$ cat src/rtl/can_tx_scheduler.sv
// Transmit scheduler: picks the pending mailbox with the lowest 11-bit ID, sequences the frame
// through the CAN node, retries errored frames and enforces an inter-frame gap.
module can_tx_scheduler #(
  parameter int NUM_MB     = 4,
  parameter int MAX_RETRY  = 3,
  parameter int IFS_CYCLES = 3
) (
  input  logic                      CLK,
  input  logic                      RST_N,
  input  logic [NUM_MB-1:0]         mb_req,
  input  logic [11*NUM_MB-1:0]      mb_id,
  input  logic [4*NUM_MB-1:0]       mb_dlc,
  input  logic [64*NUM_MB-1:0]      mb_data,
  output logic [NUM_MB-1:0]         mb_ack,
  output logic [NUM_MB-1:0]         mb_fail,
  input  logic                      bus_idle,
  input  logic                      tx_done,
  input  logic                      tx_arb_lost,
  input  logic                      tx_err,
  output logic                      tx_start,
  output logic [10:0]               tx_id,
  output logic [3:0]                tx_dlc,
  output logic [63:0]               tx_data,
  output logic [$clog2(NUM_MB)-1:0] cur_mb,
  output logic                      sched_busy
);

  localparam int MBW = $clog2(NUM_MB);
  localparam int RW  = $clog2(MAX_RETRY + 2);
  localparam int GW  = $clog2(IFS_CYCLES);

  typedef enum logic [2:0] {
    S_IDLE,
    S_SELECT,
    S_START,
    S_WAIT,
    S_GAP
  } state_t;

  state_t              r_state;
  logic [NUM_MB-1:0]   r_ack;
  logic [NUM_MB-1:0]   r_fail;
  logic                r_tx_start;
  logic [10:0]         r_tx_id;
  logic [3:0]          r_tx_dlc;
  logic [63:0]         r_tx_data;
  logic [MBW-1:0]      r_cur_mb;
  logic                r_busy;
  logic [RW-1:0]       r_retry;
  logic [GW-1:0]       r_gap;

  logic                w_win_valid;
  logic [MBW-1:0]      w_win_idx;
  logic [10:0]         w_win_id;
  logic [3:0]          w_win_dlc;
  logic [63:0]         w_win_data;

  // Ascending scan with strict less-than leaves ID ties to the lowest index.
  always_comb begin
    w_win_valid = 1'b0;
    w_win_idx   = '0;
    w_win_id    = '1;
    w_win_dlc   = '0;
    w_win_data  = '0;
    for (int unsigned i = 0; i < NUM_MB; i++) begin
      if (mb_req[i] && (!w_win_valid || (mb_id[11*i +: 11] < w_win_id))) begin
        w_win_valid = 1'b1;
        w_win_idx   = MBW'(i);
        w_win_id    = mb_id[11*i +: 11];
        w_win_dlc   = mb_dlc[4*i +: 4];
        w_win_data  = mb_data[64*i +: 64];
      end
    end
  end

  always_ff @(posedge CLK) begin
    if (!RST_N) begin
      r_state    <= S_IDLE;
      r_ack      <= '0;
      r_fail     <= '0;
      r_tx_start <= 1'b0;
      r_tx_id    <= '0;
      r_tx_dlc   <= '0;
      r_tx_data  <= '0;
      r_cur_mb   <= '0;
      r_busy     <= 1'b0;
      r_retry    <= '0;
      r_gap      <= '0;
    end else begin
      r_tx_start <= 1'b0;
      r_ack      <= '0;
      r_fail     <= '0;
      unique case (r_state)
        S_IDLE: begin
          if ((|mb_req) && bus_idle) begin
            r_state <= S_SELECT;
            r_busy  <= 1'b1;
          end
        end
        S_SELECT: begin
          if (w_win_valid) begin
            r_tx_id    <= w_win_id;
            r_tx_dlc   <= w_win_dlc;
            r_tx_data  <= w_win_data;
            r_cur_mb   <= w_win_idx;
            if (w_win_idx != r_cur_mb) r_retry <= '0;
            r_tx_start <= 1'b1;
            r_state    <= S_START;
          end else begin
            r_state <= S_IDLE;
            r_busy  <= 1'b0;
          end
        end
        S_START: r_state <= S_WAIT;
        S_WAIT: begin
          if (tx_done) begin
            r_ack[r_cur_mb] <= 1'b1;
            r_retry         <= '0;
            r_gap           <= '0;
            r_state         <= S_GAP;
          end else if (tx_err) begin
            if (r_retry < RW'(MAX_RETRY)) begin
              r_retry <= r_retry + 1'b1;
            end else begin
              r_fail[r_cur_mb] <= 1'b1;
              r_retry          <= '0;
            end
            r_gap   <= '0;
            r_state <= S_GAP;
          end else if (tx_arb_lost) begin
            r_gap   <= '0;
            r_state <= S_GAP;
          end
        end
        S_GAP: begin
          if (r_gap == GW'(IFS_CYCLES - 1)) begin
            r_state <= S_IDLE;
            r_busy  <= 1'b0;
          end else begin
            r_gap <= r_gap + 1'b1;
          end
        end
        default: begin
          r_state <= S_IDLE;
          r_busy  <= 1'b0;
        end
      endcase
    end
  end

  assign mb_ack     = r_ack;
  assign mb_fail    = r_fail;
  assign tx_start   = r_tx_start;
  assign tx_id      = r_tx_id;
  assign tx_dlc     = r_tx_dlc;
  assign tx_data    = r_tx_data;
  assign cur_mb     = r_cur_mb;
  assign sched_busy = r_busy;

endmodule

$ cat config.mk
export PLATFORM = sky130hd
export DESIGN_NAME = can_tx_scheduler
export DESIGN_NICKNAME = d
export VERILOG_FILES = /design/src/rtl/can_tx_scheduler.sv
export SDC_FILE = /design/constraint.sdc
export NUM_CORES = 1
export LEC_CHECK = 0
export CORE_MARGIN = 10
export CORE_UTILIZATION = 30
export CTS_BUF_LIST = sky130_fd_sc_hd__clkbuf_8 sky130_fd_sc_hd__clkbuf_16
export CTS_CLUSTER_SIZE = 20
export DETAILED_ROUTE_END_ITERATION = 8
export GPL_TIMING_DRIVEN = 1
export PLACE_DENSITY = 0.67
export RECOVER_POWER = 50
export SYNTH_ARGS = -nofsm -noshare
export SYNTH_HDL_FRONTEND = slang
export SYNTH_SLANG_ARGS = --single-unit
$ cat constraint.sdc
create_clock -name CLK -period 8.8 [get_ports CLK]
set_input_delay 0.88 -clock CLK [delete_from_list [all_inputs] [get_ports CLK]]
set_output_delay 0.88 -clock CLK [all_outputs]
set_load 0.05 [all_outputs]
==> results of run 1 <==
[per-stage QoR]
stage | setup slack, ps | hold slack [ps]
2_1_floorplan | 1690 | 430
3_3_place_gp | 782 | 437
3_5_place_dp | 573 | 441
4_1_cts | 966 | 453
5_1_grt | 354 | 490
6_report | 909 | 452
[power groups by stage]
| stage | Combinational, mW | Sequential (mW) | Clock [mW] |
|---|---|---|---|
| 2_1_floorplan | 0.384 | 0.745 | 0 |
| 3_3_place_gp | 0.950 | 0.550 | 0 |
| 3_5_place_dp | 0.953 | 0.552 | 0 |
| 4_1_cts | 0.958 | 0.543 | 0.429 |
| 5_1_grt | 1.00 | 0.548 | 0.447 |
| 6_report | 0.933 | 0.540 | 0.417 |
[tightest hold or removal path: stages (launching register included)]
cell and delay (ps):
dfxtp_1 320, nand2_1 50, o2bb2ai_1 50
[cell families after synthesis]
kind of cell	synth area share, %
mux	1.47
xor+xnor	0.253
buf+inv	7.06
compound gates	38.6
simple gates	18.4
flops	28.7
fa+ha+maj	5.59
[final timing paths]
check,to,startpoint,slack [ps]
max,tx_data[49],mb_req[0],910
min,r_retry[2],r_retry[2],450
max reg2reg,tx_id[7],r_state[2],5500
min reg2reg,r_retry[2],r_retry[2],450
[cell usage after synthesis (2+ instances only)]
cell	n
nor3_1	8
a21o_1	6
buf_1	4
a31oi_1	72
ha_1	30
o31a_1	3
nand2_1	232
buf_2	18
buf_6	5
nand2b_1	7
nand3_1	9
and3_1	4
mux2_2	9
nor2_1	36
o211ai_2	31
a211oi_1	9
nand4_1	2
o211ai_1	108
clkbuf_1	54
and4_1	2
inv_1	17
dfxtp_1	99
buf_4	7
clkinv_1	2
o2bb2ai_1	3
o21a_1	2
o21ai_0	84
a21oi_1	26
nor2b_1	4
o22ai_1	11
a2111oi_0	2
[metal layers]
metal / share of wire, % / GRT usage (%) / up-vias
met5: 0.074 / 0 / -
met4: 1.7 / 5.58 / 4
met3: 8.9 / 7.59 / 35
met2: 48 / 36.8 / 313
met1: 41 / 25.7 / 3807
li1: - / - / 4162
[state kept, by name, summed over array words and instances (netlist names)]
signal and cells:
tx_start 1, r_retry 3, tx_dlc 4, sched_busy 1, tx_data 64, tx_id 11, mb_fail 4, r_gap 2
r_state 3, mb_ack 4, cur_mb 2
[cell usage in the layout, fill, tap and decap left out, types with 2 or more instances in the layout]
master	netlist	routed
a211oi_1	9	9
a2111oi_0	2	2
clkbuf_1	54	2
nor2_1	36	36
o211ai_1	108	108
nand4_1	2	2
and4_1	2	2
o2bb2ai_1	3	3
clkinv_1	2	2
a31oi_1	72	72
inv_8	0	2
inv_1	17	17
dfxtp_1	99	99
clkbuf_16	0	9
ha_1	30	30
o31a_1	3	2
nand3_1	9	9
o211ai_2	31	31
a21oi_1	26	26
clkdlybuf4s50_1	0	327
buf_4	7	12
nor3_1	8	7
o22ai_1	11	11
and3_1	4	3
clkinv_8	0	2
dlygate4sd3_1	0	87
o21ai_0	84	84
diode_2	0	4
nor2b_1	4	4
nand2b_1	7	7
o21a_1	2	2
mux2_2	9	9
a21o_1	6	5
nand2_1	232	232
[area by class of cell]
class | instances | area [sq um]
sequential | 99 | 1980
tap | 285 | 357
fill | 2272 | 11200
clock buffer | 9 | 225
inverter | 19 | 71.3
clock inverter | 7 | 80.1
multi-input combinational | 729 | 4460
antenna | 4 | 10.0
timing repair buffer | 429 | 4250
==> run metrics, run 1 <==
CTS Buffer Depth=2; total placed instance area=roughly 11,000 sq um; critical path's slowest cell=buf_4; post-route ant nets=0; worst skew pair latency=about 360 ps; I/O pin total=between 400 and 500; register area share after synthesis=28.7%; Die Ht=about 170 um; share of flip-flops with an asynchronous set or reset=0%; Leakage=approximately 4.4 nW; Crit Path Category=in2reg; Post-Syn Area=6910 sq um; WL/cell=21.4 um; launching element type of the critical path=primary input; # H-tree levels=3; CTS Hold Bufs=0; die footprint=roughly 30,000 sq um; FF-to-FF path depth=8; WP data arrival=slightly above 8000 ps; Cells after DPL=1,561; switch share=43.6%; worst path bufs/invs=5; EDFF count, synth=0; CTS resizes=0; failing checks=capacitance limit, slew limit; post-synth top area share=between 20% and 30%; Final #Nets=1,643; Core Region=between 20,000 and 25,000 sq um; WL final=roughly 34,000 um; Final Hold Viols=0; WP depth=28; final worst path period share=between 80% and 90%; vias per cell=approximately 5.3; crit path max fanout=79; Seq cells post-synth=99; Vias=between 8,000 and 9,000; status=finished, violations left; Int Pwr=between 1 and 1.5 mW; drt first pass iters=5; starting density of the core=between 30% and 40%; pin count of the biggest net entering global routing=93; global-route wire length before repair=between 40,000 and 50,000 um; Detailed Place HPWL=~26,000 um; main area contributors after synthesis=dfxtp_1, nand2_1, o211ai_1, a31oi_1, o21ai_0; transition time of the tightest slew-check pin=2330 ps; Hold Crit Class=reg2reg; Root Buffer=clkbuf_16; Syn Inst Count=935; total power=1.89 mW; Sw Pwr=a little over 800 uW; setup violators final=0; CTS tree=yes; Die W=between 150 and 200 um; Max Transition Viols Final=92; clock skew=between 10 and 15 ps; Finished Layout Cells=roughly 1,600; Worst Setup End Kind=flip-flop; fmax=127 MHz; First DRT Iteration DRCs=620; setup TNS=0 ps; Final Cell Area=approximately 11,000 sq um; Reg clk slew, reported paths=about 90 ps; WHS Path Cells=2; Synth cell types=60; port bufs=416; Tmin final=7890 ps; # rows=55; total global-route track usage=21.8%; Clk pwr share=roughly 22%; Worst path max stage delay=710 ps; post-layout util=about 50%; Most common cell on crit path=buf_4; gr ovfl total=0; RSZ-0062 raised after global routing=no; DRC Markers=0; crit-path leading delay family=compound AO/OA/AOI/OAI gates; syn_nets=between 1,000 and 1,500; Main synth FF type=dfxtp_1; setup bufs post-CTS=0; routability congestion estimate from global placement=around 0.9; Mean Syn Cell Area=around 7.4 sq um; Gate power share=between 40% and 50%; P&R area growth vs syn=65.4%; Critical Path RT=a little over 9000 ps; Clock Sink Count=between 90 and 100; share of layout cells above drive strength 1=under 10%; sequential power share=28.6%; initial antenna violation count=5; yosys warns=0; Max-Cap Viols=2; total CTS buffers=9; vias in the first global route=roughly 8,100; Peak VDD IR=around 0.079 mV; Slew headroom=-55.2%; post-synth top area cell=dfxtp_1; cell area power density=between 150 and 200 nW/um^2
No activity file was read; power rests on OpenSTA's default activity.
==> run 2: changes to the inputs <==
--- a/config.mk
+++ b/config.mk
@@ -5,6 +5,7 @@
 export SDC_FILE = /design/constraint.sdc
 export NUM_CORES = 1
 export LEC_CHECK = 0
+export CAP_MARGIN = 20
 export CORE_MARGIN = 10
 export CORE_UTILIZATION = 30
 export CTS_BUF_LIST = sky130_fd_sc_hd__clkbuf_8 sky130_fd_sc_hd__clkbuf_16
==> results of run 2 <==
No change in the layout: final DEF, timing and power equal those of run 1.
